File: src/rtl/cdr_pkg.sv
`default_nettype none
// ============================================================================
// Module : cdr_pkg
// Brief  : Shared definitions for the oversampling clock/data recovery block.
//          Holds parameter defaults, the majority-vote helper and the
//          encoding of the phase-correction decision {up, down}.
// Rev    : 1.0  initial release
// ============================================================================
package cdr_pkg;

    // Parameter defaults
    localparam int c_BIT_CLKS_DEFAULT = 999;
    localparam int c_NSAMP_DEFAULT    = 3;
    localparam int c_STEP_DEFAULT     = 111;
    localparam int c_LOCK_CNT_DEFAULT = 16;

    // Widest supported sample window; the vote helper works on this width
    localparam int c_MAX_NSAMP = 7;
    localparam int c_SAMP_W    = 8;

    // Phase decision encoding: bit1 = up (shorten), bit0 = down (lengthen)
    localparam logic [1:0] c_PHASE_NONE = 2'b00;
    localparam logic [1:0] c_PHASE_UP   = 2'b10;
    localparam logic [1:0] c_PHASE_DOWN = 2'b01;

    // Majority over the low nsamp bits: 1 iff more than half are set
    function automatic logic majority(input logic [c_SAMP_W-1:0] samples,
                                      input int                  nsamp);
        int ones;
        ones = 0;
        for (int i = 0; i < c_SAMP_W; i++) begin
            if ((i < nsamp) && samples[i]) begin
                ones = ones + 1;
            end
        end
        return (ones > (nsamp / 2));
    endfunction

endpackage
`default_nettype wire

File: src/rtl/cdr_sample_timer.sv
`default_nettype none
// ============================================================================
// Module : cdr_sample_timer
// Brief  : Sample-instant generator. A down-counter emits s_en for one cycle
//          when it reaches zero and reloads. A pending phase correction
//          shortens (up) or lengthens (down) exactly one reload interval.
// Ports  : CLOCK_10 - clock, rising edge
//          reset    - synchronous, active-high
//          up       - one-cycle request to shorten the next reload by STEP
//          down     - one-cycle request to lengthen the next reload by STEP
//          s_en     - one-cycle sample strobe
// Rev    : 1.0  initial release
// ============================================================================
module cdr_sample_timer
    import cdr_pkg::*;
#(
    parameter int SPACING = 332,
    parameter int STEP    = 111
) (
    input  logic CLOCK_10,
    input  logic reset,
    input  logic up,
    input  logic down,
    output logic s_en
);

    localparam int c_TW = $clog2(SPACING + STEP + 1);

    localparam logic [c_TW-1:0] c_RELOAD_NOM = c_TW'(SPACING);
    localparam logic [c_TW-1:0] c_RELOAD_UP  = c_TW'(SPACING - STEP);
    localparam logic [c_TW-1:0] c_RELOAD_DN  = c_TW'(SPACING + STEP);
    localparam logic [c_TW-1:0] c_ONE        = c_TW'(1);

    logic [c_TW-1:0] r_timer;
    logic            r_pend_up;
    logic            r_pend_dn;

    assign s_en = (r_timer == '0);

    always_ff @(posedge CLOCK_10) begin
        if (reset) begin
            r_timer   <= c_RELOAD_NOM;
            r_pend_up <= 1'b0;
            r_pend_dn <= 1'b0;
        end else begin
            if (s_en) begin
                if (r_pend_up) begin
                    r_timer <= c_RELOAD_UP;
                end else if (r_pend_dn) begin
                    r_timer <= c_RELOAD_DN;
                end else begin
                    r_timer <= c_RELOAD_NOM;
                end
            end else begin
                r_timer <= r_timer - c_ONE;
            end

            // A fresh decision replaces whatever is pending; otherwise the
            // reload that just used the pending value retires it.
            if (up) begin
                r_pend_up <= 1'b1;
                r_pend_dn <= 1'b0;
            end else if (down) begin
                r_pend_up <= 1'b0;
                r_pend_dn <= 1'b1;
            end else if (s_en) begin
                r_pend_up <= 1'b0;
                r_pend_dn <= 1'b0;
            end
        end
    end

endmodule
`default_nettype wire

File: src/rtl/cdr_ovs.sv
`default_nettype none
// ============================================================================
// Module : cdr_ovs
// Brief  : Oversampling clock/data recovery. Takes NSAMP samples per bit,
//          decides the bit by majority vote, steers the sample phase from
//          the edge samples and tracks lock.
// Ports  : CLOCK_10  - clock, rising edge
//          reset     - synchronous, active-high
//          dat_in    - serial data (already synchronised)
//          dat_out   - recovered bit, held between strobes
//          En_out    - one-cycle strobe, dat_out updated in the same cycle
//          locked    - high while LOCK_CNT uncorrected bits have been seen
//          phase_adj - {up, down} correction pulse, only in En_out cycles
// Rev    : 1.0  initial release
// ============================================================================
module cdr_ovs
    import cdr_pkg::*;
#(
    parameter int BIT_CLKS = c_BIT_CLKS_DEFAULT,
    parameter int NSAMP    = c_NSAMP_DEFAULT,
    parameter int STEP     = c_STEP_DEFAULT,
    parameter int LOCK_CNT = c_LOCK_CNT_DEFAULT
) (
    input  logic       CLOCK_10,
    input  logic       reset,
    input  logic       dat_in,
    output logic       dat_out,
    output logic       En_out,
    output logic       locked,
    output logic [1:0] phase_adj
);

    localparam int c_SPACING = BIT_CLKS / NSAMP - 1;
    localparam int c_IW      = $clog2(NSAMP);
    localparam int c_LW      = $clog2(LOCK_CNT + 1);

    localparam logic [c_IW-1:0] c_IDX_TOP  = c_IW'(NSAMP - 1);
    localparam logic [c_IW-1:0] c_IDX_ONE  = c_IW'(1);
    localparam logic [c_LW-1:0] c_LOCK_MAX = c_LW'(LOCK_CNT);
    localparam logic [c_LW-1:0] c_LOCK_ONE = c_LW'(1);

    // Elaboration guards on the parameter set
    generate
        if (STEP >= c_SPACING) begin : g_bad_step
            $error("cdr_ovs: STEP must be smaller than BIT_CLKS/NSAMP - 1");
        end
        if ((NSAMP < 3) || (NSAMP > c_MAX_NSAMP) || ((NSAMP % 2) == 0)) begin : g_bad_nsamp
            $error("cdr_ovs: NSAMP must be odd and within 3..7");
        end
    endgenerate

    logic                r_d_en;
    logic [NSAMP-1:0]    r_samp;
    logic [c_IW-1:0]     r_idx;
    logic [c_LW-1:0]     r_lock_cnt;

    logic                w_s_en;
    logic                w_maj;
    logic                w_up;
    logic                w_dn;
    logic [c_SAMP_W-1:0] w_samp_ext;

    cdr_sample_timer #(
        .SPACING (c_SPACING),
        .STEP    (STEP)
    ) u_timer (
        .CLOCK_10 (CLOCK_10),
        .reset    (reset),
        .up       (w_up),
        .down     (w_dn),
        .s_en     (w_s_en)
    );

    assign w_samp_ext = {{(c_SAMP_W - NSAMP){1'b0}}, r_samp};
    assign w_maj      = majority(w_samp_ext, NSAMP);

    // Bit 0 is the newest sample, the MSB the oldest. A disagreeing newest
    // sample means the edge arrived early in the window -> sample sooner.
    assign w_up = r_d_en && (r_samp[0] != w_maj) && (r_samp[NSAMP-1] == w_maj);
    assign w_dn = r_d_en && (r_samp[NSAMP-1] != w_maj) && (r_samp[0] == w_maj);

    always_ff @(posedge CLOCK_10) begin
        if (reset) begin
            r_samp     <= '0;
            r_idx      <= c_IDX_TOP;
            r_d_en     <= 1'b0;
            r_lock_cnt <= '0;
            dat_out    <= 1'b0;
            En_out     <= 1'b0;
            locked     <= 1'b0;
            phase_adj  <= c_PHASE_NONE;
        end else begin
            if (w_s_en) begin
                r_samp <= {r_samp[NSAMP-2:0], dat_in};
                r_idx  <= (r_idx == '0) ? c_IDX_TOP : (r_idx - c_IDX_ONE);
            end

            // Decision runs one cycle after the last sample has been shifted in
            r_d_en <= w_s_en && (r_idx == '0);

            En_out    <= r_d_en;
            phase_adj <= r_d_en ? {w_up, w_dn} : c_PHASE_NONE;

            if (r_d_en) begin
                dat_out <= w_maj;
                if (w_up || w_dn) begin
                    r_lock_cnt <= '0;
                end else if (r_lock_cnt != c_LOCK_MAX) begin
                    r_lock_cnt <= r_lock_cnt + c_LOCK_ONE;
                end
            end

            // Registered from the counter, so it trails a correction by a cycle
            locked <= (r_lock_cnt == c_LOCK_MAX);
        end
    end

endmodule
`default_nettype wire

File: config.mk
export PLATFORM = sky130hd
export DESIGN_NAME = cdr_ovs
export DESIGN_NICKNAME = d
export VERILOG_FILES = /design/src/rtl/cdr_pkg.sv /design/src/rtl/cdr_sample_timer.sv /design/src/rtl/cdr_ovs.sv
export SDC_FILE = /design/constraint.sdc
export NUM_CORES = 1
export LEC_CHECK = 0
export ABC_CLOCK_PERIOD_IN_PS = 5600
export BUFFER_PORTS_ARGS = -buffer_cell sky130_fd_sc_hd__buf_2
export CAP_MARGIN = 20
export CORE_MARGIN = 1
export CORE_UTILIZATION = 60
export CTS_CLUSTER_SIZE = 8
export DETAILED_ROUTE_END_ITERATION = 16
export GPL_TIMING_DRIVEN = 1
export PLACE_DENSITY = 0.77
export SLEW_MARGIN = 20
export SYNTH_ARGS = -nofsm -noshare
export SYNTH_HDL_FRONTEND = slang
export SYNTH_SLANG_ARGS = --single-unit
File: constraint.sdc
create_clock -name CLOCK_10 -period 5.6 [get_ports CLOCK_10]
set_clock_uncertainty 0.15 [all_clocks]
set_input_delay 0.84 -clock CLOCK_10 [delete_from_list [all_inputs] [get_ports CLOCK_10]]
set_output_delay 0.84 -clock CLOCK_10 [all_outputs]
set_load 0.02 [all_outputs]
Yosys cells after proc, flatten, opt, wreduce, memory -nomap -nowiden --
Index checks and enable logic that the tools add are counted.
Word-level totals: bits in registers 27, bits in latches 0, RAM bits 0, ROM bits 0, output and inout port bits 5, word-level logic and storage cells 51, memories kept 0
Operators by class: $add $sub $neg 5, multipliers 0, divide/modulo/power cells 0, $lt $le $gt $ge 1, eq/ne operators 6, shift-type cells 0, mux-type cells 13, bitwise gates (word level) 1, reductions and logical operators 14
Operator list (count):
- $mux 32 | 2
- $add 32x2->32 const B | 1
- $gt 32x2->1 const B | 1
- $mux 9 | 2
- $mux 5 | 2
- $logic_not 9->1 | 1
- $sub 9x1->9 const B | 1
- $mux 8 | 1
- $add 5x1->5 const B | 1
- $eq 5x5->1 const B | 1
- $logic_and 1x1->1 | 5
- $mux 1 | 5
- $ne 5x5->1 const B | 1
- $reduce_bool 2->1 | 2
- $reduce_or 2->1 | 2
- $reduce_bool 3->1 | 1
- $add 1x1->2 const B | 1
- $eq 1x1->1 | 2
- $logic_not 2->1 | 1
- $mux 2 | 1
- $ne 1x1->1 | 2
- $reduce_and 2->1 | 1
- $sub 2x1->2 const B | 1
- $logic_or 1x1->1 | 1
- $not 1->1 | 1

Depth between registers and ports, before layout --
word-level depth 12, depth in mapped cells 8

By module --
Synthesis repeated with hierarchy kept, for this count alone.
Second synthesis, totals: cell total of the unflattened synthesis 150, area total of the unflattened synthesis 1346.3 µm²
Modules (own cells, without submodules):
- cdr_ovs | instances 1, cells each 88, area each 805.8 µm²
- cdr_sample_timer | instances 1, cells each 62, area each 540.5 µm²

Worst setup path before layout --
OpenSTA, ideal clock, no wires.
path type register -> register, start point register u_timer.r_timer[0], end point register u_timer.r_pend_up, setup time 117 ps, arrival time 1741 ps, required time 5333 ps, slack 3592 ps, cell stages (with the launch flop) 8, buffers on the path 1, clock period less this slack 2008 ps, path through dfxtp_1 -> inv_1 -> ha_1 -> or3b_1 -> clkbuf_1 -> or3_4 -> and3_1 -> a22o_1
Between the ends: cells in the longest elaborated chain, start to end 2
Ends and longest elaborated chain:
- from (decl) | RTL line cdr_sample_timer.sv:34 | logic [c_TW-1:0] r_timer;
- from (signal assigned) | RTL line cdr_sample_timer.sv:42 | r_timer <= c_RELOAD_NOM;
- from (signal assigned) | RTL line cdr_sample_timer.sv:48 | r_timer <= c_RELOAD_UP;
- from (signal assigned) | RTL line cdr_sample_timer.sv:50 | r_timer <= c_RELOAD_DN;
- $logic_not 9->1 | RTL line cdr_sample_timer.sv:38 | assign s_en = (r_timer == '0);
- $reduce_bool 3->1 (no line)
- to (signal assigned) | RTL line cdr_sample_timer.sv:43 | r_pend_up <= 1'b0;
- to (signal assigned) | RTL line cdr_sample_timer.sv:61 | r_pend_up <= 1'b1;
- to (signal assigned) | RTL line cdr_sample_timer.sv:64 | r_pend_up <= 1'b0;
- to (decl) | RTL line cdr_sample_timer.sv:35 | logic r_pend_up;
Every way passes these cells. A chain may end at the register's enable or synchronous reset.

Final worst setup path --
Same ends and word-level chain as after synthesis.

==> metrics.txt <==
# TYPE chip_impl_metric gauge
chip_impl_metric{name="core.rowCount",unit=""} 16
chip_impl_metric{name="cts-htree-levels",unit=""} 1
chip_impl_metric{name="yosysSeqAreaShare",unit=""} 0.4311
chip_impl_metric{name="globalRouteTotalUtil",unit=""} 0.2107
chip_impl_metric{name="postSynthRegisterBits",unit=""} 27
chip_impl_metric{name="netlist-cell-type-count",unit=""} 41
chip_impl_info{name="clock_tree.root_cell",value="clkbuf_4"} 1
chip_impl_metric{name="crit_path_max_fanout",unit=""} 14
chip_impl_metric{name="power.combinational.fraction",unit=""} 0.052
chip_impl_info{name="outcome",value="finished clean"} 1
chip_impl_info{name="yosys.area.top_type",value="dfxtp_1"} 1
chip_impl_metric{name="clk_transition_reported_paths",unit="ps"} 130
chip_impl_metric{name="internal-power",unit="W"} 0.0002312
chip_impl_metric{name="synth_top_area_share",unit=""} 0.4311
chip_impl_metric{name="cts_buffers",unit=""} 3
chip_impl_metric{name="final_core_util",unit=""} 0.6716
chip_impl_info{name="crit_family",value="simple AND/OR/NAND/NOR gates"} 1
chip_impl_metric{name="global_route_wire_length_before_repair",unit="um"} 3298
chip_impl_metric{name="timing.setup.tns",unit="ps"} 0
chip_impl_metric{name="antenna_cells",unit=""} 0
chip_impl_metric{name="initial_utilization",unit=""} 0.6390
chip_impl_metric{name="worst_supply_voltage_drop_on_vdd",unit="mV"} 0.1259
chip_impl_metric{name="layout.cell_area.non_filler",unit="um2"} 1318
chip_impl_metric{name="transition_at_the_pin_with_the_smallest_max_transition_slack",unit="ps"} 456.4
chip_impl_metric{name="ioPinCount",unit=""} 8
chip_impl_metric{name="synth-async-reset-ratio",unit=""} 0
chip_impl_metric{name="clkLatencyLatePin",unit="ps"} 310
chip_impl_metric{name="timing.reg2reg.setup_slack",unit="ps"} 3440
chip_impl_metric{name="power_leakage",unit="nW"} 0.5185
chip_impl_metric{name="register_share_of_total_power",unit=""} 0.681
chip_impl_metric{name="input_output_buffers",unit=""} 7
chip_impl_metric{name="power.net_switching",unit="W"} 0.00006336
chip_impl_metric{name="crit_buf_inv",unit=""} 1
chip_impl_metric{name="report.final.hold_viol_count",unit=""} 0
chip_impl_metric{name="drt_iter0_drc",unit=""} 10
chip_impl_metric{name="routed_wirelength",unit="um"} 2184
chip_impl_metric{name="detail_route.drc_violations",unit=""} 0
chip_impl_metric{name="final-max-slew-violation-count",unit=""} 0
chip_impl_metric{name="wl_per_cell",unit="um"} 12.70
chip_impl_metric{name="finalCriticalPeriod",unit="ps"} 2161
chip_impl_metric{name="critPathRequiredTime",unit="ps"} 5670
chip_impl_metric{name="cap_viol_max_count",unit=""} 0
chip_impl_metric{name="clock_tree.buffer_depth",unit=""} 2
chip_impl_metric{name="syn_area_per_cell",unit="um2"} 8.955
chip_impl_info{name="synth_commonest_cells",value="dfxtp_1, nand2_1, inv_1"} 1
chip_impl_metric{name="timing.hold.ws",unit="ps"} 320.5
chip_impl_info{name="rsz0062_at_grt",value="false"} 1
chip_impl_metric{name="area_of_the_mapped_netlist",unit="um2"} 1254
chip_impl_metric{name="syn_nets",unit=""} 150
chip_impl_metric{name="areaGrowthSynthToFinish",unit="%"} 5.090
chip_impl_metric{name="synth_warnings",unit=""} 0
chip_impl_metric{name="clock_sinks",unit=""} 27
chip_impl_metric{name="grt_antenna_before_repair",unit=""} 0
chip_impl_metric{name="setup_viol",unit=""} 0
chip_impl_info{name="cp_slowest_cell",value="or3b_1"} 1
chip_impl_metric{name="power_density",unit="nW/um2"} 223.5
chip_impl_metric{name="grt_max_degree",unit=""} 22
chip_impl_metric{name="grt_overflow",unit=""} 0
chip_impl_metric{name="pwr-share-clk",unit=""} 0.267
chip_impl_metric{name="critPathArrivalTime",unit="ps"} 2230
chip_impl_info{name="hold_path.class",value="reg2reg"} 1
chip_impl_metric{name="dr_total_vias",unit=""} 989
chip_impl_info{name="synth.top_cells.by_area",value="dfxtp_1, ha_1, nand2_1, inv_1, a21oi_1"} 1
chip_impl_metric{name="max_freq",unit="GHz"} 0.4627
chip_impl_metric{name="post_synth_inst_count",unit=""} 140
chip_impl_metric{name="cts_hold_repair.buffers",unit=""} 0
chip_impl_metric{name="overall_die_height",unit="um"} 47.71
chip_impl_metric{name="num-nets-final",unit=""} 156
chip_impl_metric{name="critical_path.max_stage_delay",unit="ps"} 460
chip_impl_metric{name="power.switching_fraction",unit=""} 0.2151
chip_impl_metric{name="core",unit="um2"} 1962
chip_impl_info{name="endpoint_kind",value="flop"} 1
chip_impl_info{name="synthFlopType",value="dfxtp_1"} 1
chip_impl_metric{name="grt_pass1_vias",unit=""} 854
chip_impl_metric{name="placed_area",unit="um2"} 1291
chip_impl_metric{name="chipWidth",unit="um"} 47.71
chip_impl_metric{name="ctsResizeCount",unit=""} 0
chip_impl_metric{name="fraction_of_final_layout_cells_sized_beyond_drive_strength_1",unit=""} 0.1034
chip_impl_metric{name="design.die.area",unit="um2"} 2276
chip_impl_metric{name="place_congestion",unit=""} 0.8038
chip_impl_metric{name="hpwlAfterDp",unit="um"} 1603
chip_impl_info{name="crit_path_start_kind",value="flop"} 1
chip_impl_metric{name="dr_vias_cell",unit=""} 5.750
chip_impl_metric{name="min_period_over_period",unit=""} 0.3860
chip_impl_metric{name="num-fill-cells",unit=""} 184
chip_impl_info{name="synthMostInstantiatedCell",value="dfxtp_1"} 1
chip_impl_metric{name="routed_antenna_nets",unit=""} 0
chip_impl_info{name="cp_cell_sequence",value="inv_1, ha_1, or3b_1, or3_4, and3_1, a22o_1"} 1
chip_impl_metric{name="max_slew_margin",unit=""} 0.6950
chip_impl_info{name="critPathKind",value="reg2reg"} 1
chip_impl_metric{name="drt_pass1_iterations",unit=""} 4
chip_impl_metric{name="cts_setup_buffers",unit=""} 0
chip_impl_info{name="cts_tree",value="yes"} 1
chip_impl_metric{name="synth_enable_flop_cells",unit=""} 0
## area by class of cell
| class | count | area [um2] | area share |
|---|---|---|---|
| multi-input cells | 96 | 640.6 | 0.4862 |
| flip-flops and latches | 27 | 540.5 | 0.4103 |
| inverters | 11 | 41.29 | 0.03134 |
| repair buffers | 7 | 35.03 | 0.02659 |
| well taps | 27 | 33.78 | 0.02564 |
| clock buffers | 4 | 26.28 | 0.01994 |
## worst min-delay path: cells and delay by family, from the launching register on
family / cells / cell delay, ps
DFF: 1 / 330
and+or+nand+nor: 1 / 50
AOI/OAI and AO/OA: 1 / 50
## worst paths after layout
kind | from | end | depth (start not counted)
max reg2reg | u_timer.r_timer[0] | u_timer.r_pend_up | 6
max | u_timer.r_timer[0] | u_timer.r_pend_up | 6
min | r_idx[0] | r_idx[0] | 2
min reg2reg | r_idx[0] | r_idx[0] | 2
## cell usage in the layout (no fill, tap or decap), drive strengths merged, types with 3 or more instances in the layout
cell / n
ha: 7
nor3: 8
inv: 11
a21oi: 8
xor2: 3
clkbuf: 4
buf: 7
a211oi: 3
a22oi: 3
and3: 4
nor2: 7
nand2: 13
or4: 3
o21ai: 8
dfxtp: 27
## per-stage QoR
step / total power (W) / worst slack, ps / instances
finish: 0.0002945 / 3439 / 172
global route: 0.0003067 / 3364 / 172
CTS: 0.0002984 / 3449 / 172
detailed placement: 0.0002201 / 3466 / 168
global placement: 0.0002187 / 3527 / 168
floorplan: 0.0002159 / 3592 / 140
## logic make-up after synthesis
family,Yosys count,share of synthesized area
simple gates,50,0.2275
fa+ha+maj,7,0.06986
buf+inv,17,0.05788
compound gates,35,0.1846
xor+xnor,3,0.02096
flops,27,0.4311
mux,1,0.007984
## flip-flops by register name, summed over array words and instances, names as in the netlist
| register | count |
|---|---|
| dat_out | 1 |
| En_out | 1 |
| u_timer.r_pend_up | 1 |
| locked | 1 |
| u_timer.r_timer | 9 |
| phase_adj | 2 |
| u_timer.r_pend_dn | 1 |
| r_lock_cnt | 5 |
| r_samp | 3 |
| r_idx | 2 |
| r_d_en | 1 |
## power by group through the flow
stage	Clock [W]	Sequential, W	Combinational [W]
floorplan	0	0.000203	0.0000125
global placement	0	0.000204	0.0000143
detailed placement	0	0.000205	0.0000153
CTS	0.0000825	0.000200	0.0000154
global route	0.0000888	0.000201	0.0000169
finish	0.0000788	0.000200	0.0000153
## metal layers
layer | GRT usage | part of all wire
met1 | 0.2135 | 0.45
met2 | 0.3919 | 0.50
met3 | 0.03774 | 0.021
met4 | 0.1333 | 0.027
met5 | 0 | 0
Note: power is estimated with default switching activity, not from simulation.
